File: src/rtl/mdu_iter_if.sv
`default_nettype none
// ============================================================================
// Module      : mdu_iter_if
// Description : Request/response bundle for the iterative multiply/divide unit.
//               The master drives start/op/operands; the slave returns status,
//               result words and NZCV flags.
// Revision    : 1.0 - initial release
// ============================================================================
interface mdu_iter_if #(
   parameter int WIDTH = 32
);
   logic             start;
   logic [2:0]       op;
   logic [WIDTH-1:0] a;
   logic [WIDTH-1:0] b;
   logic             busy;
   logic             done;
   logic [WIDTH-1:0] result;
   logic [WIDTH-1:0] result_extra;
   logic [3:0]       flags;

   modport master (
      output start, op, a, b,
      input  busy, done, result, result_extra, flags
   );

   modport slave (
      input  start, op, a, b,
      output busy, done, result, result_extra, flags
   );
endinterface
`default_nettype wire

File: src/rtl/mdu_iter.sv
`default_nettype none
// ============================================================================
// Module      : mdu_iter
// Description : Iterative multiply/divide unit. MUL, UMULL, SMULL by shift-add
//               and UDIV, SDIV by restoring division, one bit per cycle.
//               Signed ops run on magnitudes and are sign-corrected at the end.
//               Latency is data-independent: WIDTH run cycles + FIX + DONE.
// Revision    : 1.0 - initial release
// ============================================================================
module mdu_iter #(
   parameter int WIDTH  = 32,
   parameter int DIV_EN = 1
) (
   input  wire logic  clk,
   input  wire logic  reset,
   mdu_iter_if.slave  bus
);

   localparam int c_CNT_W = $clog2(WIDTH);
   localparam logic [c_CNT_W-1:0] c_CNT_LAST = c_CNT_W'(WIDTH - 1);
   localparam logic [c_CNT_W-1:0] c_CNT_ONE  = c_CNT_W'(1);

   localparam logic [2:0] c_OP_MUL   = 3'b000;
   localparam logic [2:0] c_OP_UDIV  = 3'b010;
   localparam logic [2:0] c_OP_SDIV  = 3'b011;
   localparam logic [2:0] c_OP_SMULL = 3'b110;
   localparam logic [2:0] c_OP_UMULL = 3'b111;

   localparam logic [WIDTH-1:0] c_MIN = {1'b1, {(WIDTH-1){1'b0}}};

   typedef enum logic [1:0] {
      S_IDLE = 2'd0,
      S_RUN  = 2'd1,
      S_FIX  = 2'd2,
      S_DONE = 2'd3
   } state_t;

   state_t               r_state;
   logic [c_CNT_W-1:0]   r_cnt;
   logic [WIDTH-1:0]     r_acc;      // product high word / partial remainder
   logic [WIDTH-1:0]     r_lo;       // multiplier->product low / dividend->quotient
   logic [WIDTH-1:0]     r_opnd;     // multiplicand / divisor magnitude
   logic                 r_is_div;
   logic                 r_is_long;
   logic                 r_undef;
   logic                 r_neg_q;    // negate product or quotient in FIX
   logic                 r_neg_r;    // negate remainder in FIX
   logic                 r_ovf;
   logic                 r_dz;
   logic                 r_busy;
   logic                 r_done;
   logic [WIDTH-1:0]     r_result;
   logic [WIDTH-1:0]     r_extra;
   logic [3:0]           r_flags;

   // Accept-cycle operand decode
   logic                 w_a_neg;
   logic                 w_b_neg;
   logic                 w_is_signed;
   logic                 w_is_div;
   logic                 w_is_long;
   logic                 w_valid;
   logic [WIDTH-1:0]     w_a_mag;
   logic [WIDTH-1:0]     w_b_mag;

   assign w_a_neg     = bus.a[WIDTH-1];
   assign w_b_neg     = bus.b[WIDTH-1];
   assign w_is_signed = (bus.op == c_OP_SMULL) || (bus.op == c_OP_SDIV);
   assign w_is_div    = (bus.op == c_OP_UDIV) || (bus.op == c_OP_SDIV);
   assign w_is_long   = (bus.op == c_OP_SMULL) || (bus.op == c_OP_UMULL);
   assign w_valid     = (bus.op == c_OP_MUL) || w_is_long || ((DIV_EN != 0) && w_is_div);
   assign w_a_mag     = (w_is_signed && w_a_neg) ? -bus.a : bus.a;
   assign w_b_mag     = (w_is_signed && w_b_neg) ? -bus.b : bus.b;

   // Shift-add multiply step: conditional add, then shift {acc,lo} right
   logic [WIDTH:0]       w_add;
   logic [WIDTH-1:0]     w_mul_acc;
   logic [WIDTH-1:0]     w_mul_lo;

   assign w_add     = r_lo[0] ? ({1'b0, r_acc} + {1'b0, r_opnd}) : {1'b0, r_acc};
   assign w_mul_acc = w_add[WIDTH:1];
   assign w_mul_lo  = {w_add[0], r_lo[WIDTH-1:1]};

   // Restoring divide step: shift in next dividend bit, trial-subtract divisor
   logic [WIDTH-1:0]     w_div_acc;
   logic [WIDTH-1:0]     w_div_lo;

   generate
      if (DIV_EN != 0) begin : g_div
         logic [WIDTH:0]   w_rem_sh;
         logic [WIDTH-1:0] w_diff;
         logic             w_ge;

         assign w_rem_sh  = {r_acc, r_lo[WIDTH-1]};
         assign w_ge      = (w_rem_sh >= {1'b0, r_opnd});
         assign w_diff    = w_rem_sh[WIDTH-1:0] - r_opnd;
         assign w_div_acc = w_ge ? w_diff : w_rem_sh[WIDTH-1:0];
         assign w_div_lo  = {r_lo[WIDTH-2:0], w_ge};
      end else begin : g_no_div
         assign w_div_acc = '0;
         assign w_div_lo  = '0;
      end
   endgenerate

   // Final sign correction and flag generation, registered on FIX -> DONE
   logic [2*WIDTH-1:0]   w_full;
   logic [2*WIDTH-1:0]   w_full_fix;
   logic [WIDTH-1:0]     w_q_fix;
   logic [WIDTH-1:0]     w_r_fix;
   logic [WIDTH-1:0]     w_res;
   logic [WIDTH-1:0]     w_ext;
   logic [3:0]           w_flags;

   assign w_full     = {r_acc, r_lo};
   assign w_full_fix = r_neg_q ? -w_full : w_full;
   assign w_q_fix    = r_neg_q ? -r_lo : r_lo;
   assign w_r_fix    = r_neg_r ? -r_acc : r_acc;

   // Select the reported words and build {N,Z,C,V}
   always_comb begin
      w_res   = '0;
      w_ext   = '0;
      w_flags = 4'b0100;
      if (r_undef) begin
         w_res   = '0;
         w_ext   = '0;
         w_flags = 4'b0100;
      end else if (r_is_div) begin
         // Divide by zero reports quotient 0 and the dividend as remainder;
         // the restoring loop already leaves |a| in the remainder register.
         w_res   = r_dz ? '0 : w_q_fix;
         w_ext   = w_r_fix;
         w_flags = {w_res[WIDTH-1], (w_res == '0), 1'b0, r_ovf};
      end else if (r_is_long) begin
         {w_ext, w_res} = w_full_fix;
         w_flags = {w_ext[WIDTH-1], (w_full_fix == '0), 1'b0, 1'b0};
      end else begin
         w_res   = r_lo;
         w_ext   = '0;
         w_flags = {r_lo[WIDTH-1], (r_lo == '0), 1'b0, 1'b0};
      end
   end

   // Control FSM with datapath registers and registered outputs
   always_ff @(posedge clk or negedge reset) begin
      if (!reset) begin
         r_state   <= S_IDLE;
         r_cnt     <= '0;
         r_acc     <= '0;
         r_lo      <= '0;
         r_opnd    <= '0;
         r_is_div  <= 1'b0;
         r_is_long <= 1'b0;
         r_undef   <= 1'b0;
         r_neg_q   <= 1'b0;
         r_neg_r   <= 1'b0;
         r_ovf     <= 1'b0;
         r_dz      <= 1'b0;
         r_busy    <= 1'b0;
         r_done    <= 1'b0;
         r_result  <= '0;
         r_extra   <= '0;
         r_flags   <= '0;
      end else begin
         case (r_state)
            S_IDLE: begin
               if (bus.start) begin
                  r_state   <= S_RUN;
                  r_busy    <= 1'b1;
                  r_cnt     <= c_CNT_LAST;
                  r_acc     <= '0;
                  r_opnd    <= w_is_div ? w_b_mag : w_a_mag;
                  r_lo      <= w_is_div ? w_a_mag : w_b_mag;
                  r_is_div  <= w_is_div && w_valid;
                  r_is_long <= w_is_long;
                  r_undef   <= !w_valid;
                  r_neg_q   <= w_is_signed && (w_a_neg ^ w_b_neg);
                  r_neg_r   <= (bus.op == c_OP_SDIV) && w_a_neg;
                  r_ovf     <= (bus.op == c_OP_SDIV) && (bus.a == c_MIN) && (bus.b == '1);
                  r_dz      <= (bus.b == '0);
               end
            end
            S_RUN: begin
               r_acc <= r_is_div ? w_div_acc : w_mul_acc;
               r_lo  <= r_is_div ? w_div_lo  : w_mul_lo;
               if (r_cnt == '0) begin
                  r_state <= S_FIX;
               end else begin
                  r_cnt <= r_cnt - c_CNT_ONE;
               end
            end
            S_FIX: begin
               r_result <= w_res;
               r_extra  <= w_ext;
               r_flags  <= w_flags;
               r_done   <= 1'b1;
               r_state  <= S_DONE;
            end
            S_DONE: begin
               r_done  <= 1'b0;
               r_busy  <= 1'b0;
               r_state <= S_IDLE;
            end
            default: begin
               r_state <= S_IDLE;
            end
         endcase
      end
   end

   assign bus.busy         = r_busy;
   assign bus.done         = r_done;
   assign bus.result       = r_result;
   assign bus.result_extra = r_extra;
   assign bus.flags        = r_flags;

endmodule
`default_nettype wire

File: src/flat_wrapper.sv
// flat-port wrapper written by rule: the top's interface ports become plain ports
module mdu_iter_flat 
#(
   parameter int WIDTH  = 32,
   parameter int DIV_EN = 1
)
  (clk, reset, bus_start, bus_op, bus_a, bus_b, bus_busy, bus_done, bus_result, bus_result_extra, bus_flags);
  mdu_iter_if #(.WIDTH(WIDTH)) bus_i ();
  input  wire logic clk;
  input  wire logic reset;
  input wire logic [$bits(bus_i.start)-1:0] bus_start;
  input wire logic [$bits(bus_i.op)-1:0] bus_op;
  input wire logic [$bits(bus_i.a)-1:0] bus_a;
  input wire logic [$bits(bus_i.b)-1:0] bus_b;
  output wire logic [$bits(bus_i.busy)-1:0] bus_busy;
  output wire logic [$bits(bus_i.done)-1:0] bus_done;
  output wire logic [$bits(bus_i.result)-1:0] bus_result;
  output wire logic [$bits(bus_i.result_extra)-1:0] bus_result_extra;
  output wire logic [$bits(bus_i.flags)-1:0] bus_flags;
  assign bus_i.start = bus_start;
  assign bus_i.op = bus_op;
  assign bus_i.a = bus_a;
  assign bus_i.b = bus_b;
  assign bus_busy = bus_i.busy;
  assign bus_done = bus_i.done;
  assign bus_result = bus_i.result;
  assign bus_result_extra = bus_i.result_extra;
  assign bus_flags = bus_i.flags;
  mdu_iter #(.WIDTH(WIDTH), .DIV_EN(DIV_EN)) u_core (.clk(clk), .reset(reset), .bus(bus_i));
endmodule
File: config.mk
export PLATFORM = sky130hd
export DESIGN_NAME = mdu_iter_flat
export DESIGN_NICKNAME = d
export VERILOG_FILES = /design/src/rtl/mdu_iter_if.sv /design/src/rtl/mdu_iter.sv /design/src/flat_wrapper.sv
export SDC_FILE = /design/constraint.sdc
export NUM_CORES = 1
export LEC_CHECK = 0
export ABC_AREA = 1
export CORE_MARGIN = 3
export CORE_UTILIZATION = 30
export DETAILED_ROUTE_END_ITERATION = 10
export PLACE_DENSITY = 0.54
export SKIP_CTS_REPAIR_TIMING = 1
export SYNTH_ARGS = -nofsm -noshare
export SYNTH_HDL_FRONTEND = slang
export SYNTH_SLANG_ARGS = --single-unit
File: constraint.sdc
create_clock -name clk -period 3.35 [get_ports clk]
set_input_delay 0.5025 -clock clk [delete_from_list [all_inputs] [get_ports clk]]
set_output_delay 0.5025 -clock clk [all_outputs]
set_load 0.05 [all_outputs]
==> results of run 1 <==
## power groups by stage
| stage | Sequential, mW | Combinational, mW | Clock (mW) |
|---|---|---|---|
| 6_report | 4.43 | 19.1 | 2.08 |
| 5_1_grt | 4.50 | 20.8 | 2.20 |
| 4_1_cts | 4.39 | 18.7 | 2.12 |
| 3_5_place_dp | 4.43 | 18.6 | 0 |
| 3_3_place_gp | 4.43 | 18.8 | 0 |
| 2_1_floorplan | 5.02 | 11.3 | 0 |
## metal layers
layer	wire [um]	track usage	vias to the layer above
met5	26	0	-
met2	37300	0.405	999
li1	-	-	10306
met1	40000	0.378	10102
met4	3190	0.0934	4
met3	8210	0.0714	152
## worst max-delay path, stage by stage, from the launching register on
cell	delay, ns
sky130_fd_sc_hd__dfrtp_1	0.49
sky130_fd_sc_hd__inv_1	0.26
sky130_fd_sc_hd__ha_1	0.28
sky130_fd_sc_hd__nand2_1	0.21
sky130_fd_sc_hd__inv_1	0.14
sky130_fd_sc_hd__nand3_1	0.24
sky130_fd_sc_hd__nand2_1	0.16
sky130_fd_sc_hd__nand2_1	0.06
sky130_fd_sc_hd__nand2_1	0.05
sky130_fd_sc_hd__nand2_1	0.14
sky130_fd_sc_hd__nor2_1	0.15
sky130_fd_sc_hd__nand2_1	0.10
sky130_fd_sc_hd__nor2_1	0.22
sky130_fd_sc_hd__nand3_1	0.10
sky130_fd_sc_hd__nor2_1	0.10
sky130_fd_sc_hd__nand3_1	0.07
sky130_fd_sc_hd__a21oi_1	0.12
## state kept, by name (all words and copies together) (netlist names), 2 cells and up
register	cells
u_core.bus.result	32
u_core.bus.result_extra	32
u_core.r_acc	32
u_core.r_lo	32
u_core.r_opnd	32
u_core.r_cnt	5
u_core.bus.flags	3
u_core.r_state	2
## worst paths after layout
kind / start / end / cells after the start
worst min register to register: u_core.bus.result_extra[27]$_DFFE_PN0P_ / u_core.bus.result_extra[27]$_DFFE_PN0P_ / 2
worst max register to register: u_core.r_acc[1]$_DFFE_PN0P_ / u_core.bus.flags[2]$_DFFE_PN0P_ / 16
worst min-delay path: reset / u_core.bus.flags[3]$_DFFE_PN0P_ / 1
min in group clk: u_core.bus.result_extra[27]$_DFFE_PN0P_ / u_core.bus.result_extra[27]$_DFFE_PN0P_ / 2
max in group asynchronous: reset / u_core.r_lo[24]$_DFFE_PN0P_ / 2
worst max-delay path: u_core.r_acc[1]$_DFFE_PN0P_ / u_core.bus.flags[2]$_DFFE_PN0P_ / 16
## layout make-up
| class | count | area, sq um | share of cell area |
|---|---|---|---|
| timing repair buffer | 246 | 2250 | 0.103 |
| clock buffer | 18 | 429 | 0.0197 |
| multi-input combinational | 2385 | 12300 | 0.564 |
| sequential | 179 | 4480 | 0.206 |
| inverter | 318 | 1200 | 0.0550 |
| tap | 782 | 978 | 0.0450 |
| clock inverter | 14 | 139 | 0.00639 |
## layout by cell type, fill, tap and decap left out, types with 20 or more instances in the layout
cell type / synthesis / routed
sky130_fd_sc_hd__a21oi_1: 230 / 230
sky130_fd_sc_hd__a31oi_1: 22 / 22
sky130_fd_sc_hd__a32o_1: 23 / 23
sky130_fd_sc_hd__buf_4: 3 / 104
sky130_fd_sc_hd__clkdlybuf4s50_1: 0 / 137
sky130_fd_sc_hd__dfrtp_1: 179 / 177
sky130_fd_sc_hd__ha_1: 75 / 75
sky130_fd_sc_hd__inv_1: 304 / 302
sky130_fd_sc_hd__nand2_1: 840 / 840
sky130_fd_sc_hd__nand2_2: 20 / 20
sky130_fd_sc_hd__nand3_1: 212 / 212
sky130_fd_sc_hd__nand4_1: 56 / 56
sky130_fd_sc_hd__nor2_1: 329 / 328
sky130_fd_sc_hd__nor3_1: 39 / 39
sky130_fd_sc_hd__o211ai_1: 55 / 55
sky130_fd_sc_hd__o21ai_0: 210 / 210
sky130_fd_sc_hd__o21ai_1: 22 / 22
sky130_fd_sc_hd__xnor2_1: 26 / 26
sky130_fd_sc_hd__xor2_1: 63 / 63
## cells by family (layout without fill, tap and decap cells)
kind of cell,after synthesis,after routing,share of synthesized area
buffers and inverters,434,596,0.0923
adder cells (fa/ha/maj),77,77,0.0530
AO/OA/AOI/OAI,660,660,0.211
XOR/XNOR,89,89,0.0422
other,1,1,0.000203
flip-flops,179,179,0.243
AND/OR/NAND/NOR,1558,1558,0.359
## metrics by stage
step | utilization | area [sq um] | worst slack, ns | power [mW]
global route | 0.359 | 21700 | 0.218 | 27.5
global placement | 0.350 | 21200 | 0.0971 | 23.2
floorplan | - | 18500 | 0.836 | 16.4
finish | 0.359 | 21700 | 0.397 | 25.6
detailed placement | 0.350 | 21200 | 0.125 | 23.1
CTS | 0.359 | 21700 | 0.492 | 25.2
==> metrics list, run 1 <==
- The run finished with clean final reports.
- Buffers on Ports: 138
- Static leakage: 10.1 nW
- The routed design could run at a clock period as short as between 2 and 3 ns.
* Combined global-route utilization of all metal layers: 0.272
- The final number of max-transition violations came to 0.
* Clock latency at the later pin of the worst-skew pair: between 0.4 and 0.5 ns
* Number of library cell types mapped by synthesis: between 60 and 70
- 0 antenna diodes ended up in the layout.
* Post-synthesis net count: ~3,100
- Yosys attributes the largest share of cell area to sky130_fd_sc_hd__dfrtp_1 24%, sky130_fd_sc_hd__nand2_1 17%, sky130_fd_sc_hd__nor2_1 6.7%, sky130_fd_sc_hd__a21oi_1 6.2%, sky130_fd_sc_hd__inv_1 6.2%.
* Vias in the first global route: 20,312
- From bottom edge to top edge, the die measures roughly 250 um.
- Setup violations remaining at the end of the flow were counted as 0.
- Primary flip-flop cell chosen by synthesis mapping: sky130_fd_sc_hd__dfrtp_1
* Clock tree buffer depth: 2
- Warning count from the yosys run: 0
- Worst setup skew after layout: 0.0235 ns
* Worst-path clk slew: approximately 0.08 ns
* Number of nets in the layout: 3,294
- Share of the synthesized area in the top cell type: 0.243
* Reg-to-reg slack, setup: 0.40 ns
- Count of TritonRoute iterations in the first routing pass: 6
* Detailed-route via count: roughly 22,000
- F_max: 339 MHz
- Max-cap viol count: 0
* Post-DR wirelength/cell: about 22 um
- STA classifies the critical path startpoint as a flip-flop.
* Share of post-route cells with drive strength above 1: 0.0741
- Async set-or-reset flop fraction in the synthesized netlist: 1.00
* Leading post-synthesis cells by instance count: 840 x sky130_fd_sc_hd__nand2_1, 329 x sky130_fd_sc_hd__nor2_1, 304 x sky130_fd_sc_hd__inv_1
- Of the total power, registers draw 0.173.
* Ratio of routed vias to standard cells: roughly 5.5
* Leading area contributor after synthesis: sky130_fd_sc_hd__dfrtp_1
* Total congestion overflow after global routing: 0
* Worst slew pin tran: 0.801 ns
- CTS H-Tree Depth: 4
* TritonCTS Buffers: 17
* Crit share post-route: 0.882
* Placeable core region: between 0.06 and 0.07 sq mm
* Total power density per cell area: approximately 1200 mW/mm^2
* Global placer's final weighted congestion: ~1.0
- Row generation in the floorplan step produced 90 rows.
- RSZ-0062 raised after global routing: false
- Sequential cell area fraction in the yosys report: 0.243
* Combinational share of power: 0.745
- Yosys mapped a number of flops with a built-in enable equal to 0.
- Residual DRC: 0
- The worst hold path belongs to the class input pin to async pin.
- HPWL Detailed: 73.1 mm
- Area of the die: approximately 0.065 sq mm
- After synthesis the cells add up to roughly 0.018 sq mm.
- By startpoint and endpoint, the worst setup path is classified as flip-flop to flip-flop.
- First-pass GRT wire length: around 130 mm
- Worst-case hold slack: between 0.08 and 0.09 ns
- The die is around 250 um wide.
- The number of hold violations in the final report is 0.
- Antenna Violating Nets Remaining: 0
- In the synthesized netlist, the number of instances is ~3,000.
- Root buf cell: sky130_fd_sc_hd__clkbuf_16
* Peak supply drop: 0.586 mV
- The finished layout holds slightly below 4,000 standard cells, fillers aside.
* CP Data Arrival Time: about 3.4 ns
* Mean post-synth cell area: a little over 6 sq um
- Relative area change from synthesis to final layout: 17.8%
* Portion of total power attributed to the clock network: 0.081
- Required time worst endpoint: 3.75 ns
* Maximum number of pins on one net before global-route repair: 99
- Internal power: 10.1 mW
- In this run the worst path has a maximum fanout of 7.
* Sw Ratio: 0.606
* CTS tree: done
- Library cell with the highest instance count after synthesis: sky130_fd_sc_hd__nand2_1
- The number of antenna violations at the first check in global routing was 2.
* Fin Setup TNS: 0 ns
- Synthesized flop and latch total: 179
- The worst pin sits at a relative slew slack of 0.465.
- Summed over all nets, the switching power comes to 15.5 mW.
- Endpoint kind of the worst setup timing path: flip-flop
- For this block, the routed nets add up to just under 90 mm of wire.
* Sinks on Clock Net: 179
- For this design the top-level I/O count stands at 140.
* # fillers: around 6,800
* Placed cell count: 3,910
- The first routing iteration left around 2,200 violations.
- Starting Density: 0.305
Power figures use the tool's default switching activity.
==> run 2, diff against run 1 <==
--- a/config.mk
+++ b/config.mk
@@ -6,11 +6,12 @@
 export NUM_CORES = 1
 export LEC_CHECK = 0
 export ABC_AREA = 1
-export CORE_MARGIN = 3
+export CORE_MARGIN = 1.5
 export CORE_UTILIZATION = 30
 export DETAILED_ROUTE_END_ITERATION = 10
 export PLACE_DENSITY = 0.54
 export SKIP_CTS_REPAIR_TIMING = 1
+export SLEW_MARGIN = 20
 export SYNTH_ARGS = -nofsm -noshare
 export SYNTH_HDL_FRONTEND = slang
 export SYNTH_SLANG_ARGS = --single-unit
==> run 2 against run 1 <==
Critical path type unchanged; clock power grew 3%; non-clock buffer count down 8; largest cell class unchanged; routed wire length rose by 2.9%.
==> metrics list, run 2 (synthesis gave the netlist of run 1 again) <==
- The flow ran to the end, and the final reports show no timing, DRC or antenna violations.
- Setup repair after global routing left no endpoint under its margin.
* Crit share post-route: 0.905 (+0.0233)
- The number of setup violations in the final report came to 0 (unchanged).
* Worst setup skew after layout: 0.0139 ns (-0.00962 ns)
- The critical path in this run is classified as flip-flop to flip-flop.
- Worst Hold Class: input pin to async pin
* Starting DRT DRC Count: 2,661 (+19%)
- CTS tree: done
- Multi-input gate area: 0.0123 sq mm (unchanged)
- The headroom to the max-slew limit was 0.482 (+0.0170).
* Vias in the first global route: 20,343 (+0.15%)
- The maximum frequency from static timing analysis is 330 MHz (-2.6%).
- Detailed-routed wire length on met3: 7.55 mm (-8.1%)
- Slack of the critical path: 0.319 ns (-0.0781 ns)
* Maximum number of pins on one net before global-route repair: 73 (-26%)
* Sequential cell area: 0.00448 sq mm (unchanged)
- Worst slew pin tran: 0.776 ns (-0.0252 ns)
- The clock latency reported for the late side of the worst-skew pair was 0.48 ns (about the same).
- The met1 wire length is 41.9 mm (+4.9%).
- The vias after detailed routing was 21,882 (+1.5%).
- Number of non-filler instances in the completed layout: 3,935 (-0.18%)
- The number of hold violations in the final report came to 0 (unchanged).
- Combined global-route utilization of all metal layers: 0.287 (+0.0151)
- Global placer's final weighted congestion: 1.04 (+1.6%)
- The placeable core region is 0.0606 sq mm (unchanged).
* Dpl cell area: 0.0211 sq mm (-0.34%)
- The residual DRC count was 0 (unchanged).
- The met2 wire length came to 38.9 mm (+4.4%).
- The buffer levels on the longest clock path is 2 (unchanged).
- The number of I/O port buffers came to 138 (unchanged).
* Antenna violations before repair: 2 (unchanged)
* Commonest cells after routing, fill and taps aside: 840 x sky130_fd_sc_hd__nand2_1, 328 x sky130_fd_sc_hd__nor2_1, 302 x sky130_fd_sc_hd__inv_1, 230 x sky130_fd_sc_hd__a21oi_1, 212 x sky130_fd_sc_hd__nand3_1
- Area of the die: 0.0630 sq mm (-2.3%)
- # fillers: 6,754 (-0.089%)
- The power density normalized to cell area was 1190 mW/mm^2 (+1.2%).
- Relative to the synthesized area, the layout overhead comes to 17.5%.
- The TritonCTS sink count was 179 (unchanged).
- The setup total negative slack was 0 ns (unchanged).
- The critical path data arrival time is 3.38 ns (+0.02 ns).
- The total instance count after detailed placement was 3,902 (-0.20%).
- Number of nets in the layout: 3,286 (-0.24%)
- The HPWL after detailed placement came to 74.6 mm (+2.1%).
- The final number of max-transition violations was 0 (unchanged).
* First-pass GRT wire length: 135 mm (+3.5%)
- Antenna Violating Nets Remaining: 0 (unchanged)
- The post-route minimum period was 3.03 ns (+0.0781 ns).
- The average detailed-routed wire length per instance is 23.2 um (+3.1%).
* CTS H-Tree Depth: 4 (unchanged)
- Static leakage: 10.1 nW (-0.25%)
- Peak supply drop: 0.510 mV (-13%)
- Ratio of routed vias to standard cells: 5.56 (+1.7%)
- Required time worst endpoint: 3.70 ns (-0.05 ns)
- Std-Cell Rows: 90 (unchanged)
* IO Count: 140 (unchanged)
* Final instance area: 0.0217 sq mm (-0.27%)
* Max-cap viol count: 0 (unchanged)
- Starting Density: 0.305 (unchanged)
* Endpoint kind of the worst setup timing path: flip-flop
- The number of buffers inserted during clock tree synthesis was 17 (unchanged).
- Total congestion overflow after global routing: 0 (unchanged)
- The pre-CTS setup slack came to 0.0275 ns (-0.0977 ns).
- Type of origin of the critical path: flip-flop
- Die width: 251 um (-1.2%)
- CP max FO: 21 (+14)
- Count of TritonRoute iterations in the first routing pass: 8 (+2)
* Die H: 251 um (-1.2%)
- Worst-path clk slew: 0.08 ns (about the same)
* Total wire length after detailed routing: 91.3 mm (+2.9%)
- The highest metal layer carrying signal wires in the routed design is met5.
- Root buf cell: sky130_fd_sc_hd__clkbuf_16
- Share of post-route cells with drive strength above 1: 0.0720 (-0.00203)
- Leaving out fill and tap cells, the most frequent cell in the layout is sky130_fd_sc_hd__nand2_1.
[run 2: cell type report]
class / instances / area share
diodes: 1 / 0.000115
clock buffers: 17 / 0.0196
clock inverters: 15 / 0.00710
inverters: 318 / 0.0551
multi-input cells: 2385 / 0.566
flip-flops and latches: 179 / 0.207
well taps: 782 / 0.0451
repair buffers: 238 / 0.100
[run 2: final timing paths]
path / startpoint / endpoint / slack (ns) / depth (start not counted)
hold reg to reg: u_core.bus.result_extra[28]$_DFFE_PN0P_ / u_core.bus.result_extra[28]$_DFFE_PN0P_ / 0.48 / 2
hold / removal: reset / u_core.bus.result[29]$_DFFE_PN0P_ / 0.09 / 1
max in group asynchronous: reset / u_core.r_lo[22]$_DFFE_PN0P_ / 2.36 / 2
setup reg to reg: u_core.r_opnd[30]$_DFFE_PN0P_ / u_core.r_acc[7]$_DFFE_PN0P_ / 0.32 / 13
setup / recovery: u_core.r_opnd[30]$_DFFE_PN0P_ / u_core.r_acc[7]$_DFFE_PN0P_ / 0.32 / 13
min in group clk: u_core.bus.result_extra[28]$_DFFE_PN0P_ / u_core.bus.result_extra[28]$_DFFE_PN0P_ / 0.48 / 2
[run 2: report_power, final]
part / switching (mW) / internal [mW]
Clock: 1.03 / 1.11
Combinational: 13.4 / 5.86
Sequential: 1.30 / 3.14
[run 2: layer usage]
| metal | vias to the layer above | GRT usage |
|---|---|---|
| li1 | 10305 | - |
| met1 | 10373 | 0.414 |
| met2 | 1063 | 0.430 |
| met3 | 139 | 0.0501 |
| met4 | 2 | 0.0897 |
| met5 | - | 0 |
[run 2: critical path: stages, from the launching register on]
cell                       delay [ns]
sky130_fd_sc_hd__dfrtp_1         0.48
sky130_fd_sc_hd__inv_1           0.22
sky130_fd_sc_hd__ha_1            0.49
sky130_fd_sc_hd__nand2_1         0.14
sky130_fd_sc_hd__inv_1           0.08
sky130_fd_sc_hd__nand3_1         0.09
sky130_fd_sc_hd__o221ai_1        0.15
sky130_fd_sc_hd__a31oi_2         0.34
sky130_fd_sc_hd__nand2_8         0.19
sky130_fd_sc_hd__nor2_4          0.11
sky130_fd_sc_hd__buf_4           0.29
sky130_fd_sc_hd__nand2_1         0.15
sky130_fd_sc_hd__o211ai_2        0.09
sky130_fd_sc_hd__o21ai_1         0.08
[run 2: per-stage QoR]
| stage | hold WS (ns) | utilization | total power, mW |
|---|---|---|---|
| 2_1_floorplan | 0.207 | - | 16.4 |
| 3_3_place_gp | 0.464 | 0.348 | 23.4 |
| 3_5_place_dp | 0.471 | 0.348 | 23.2 |
| 4_1_cts | 0.0903 | 0.358 | 25.4 |
| 5_1_grt | 0.119 | 0.358 | 27.6 |
| 6_report | 0.0872 | 0.358 | 25.8 |
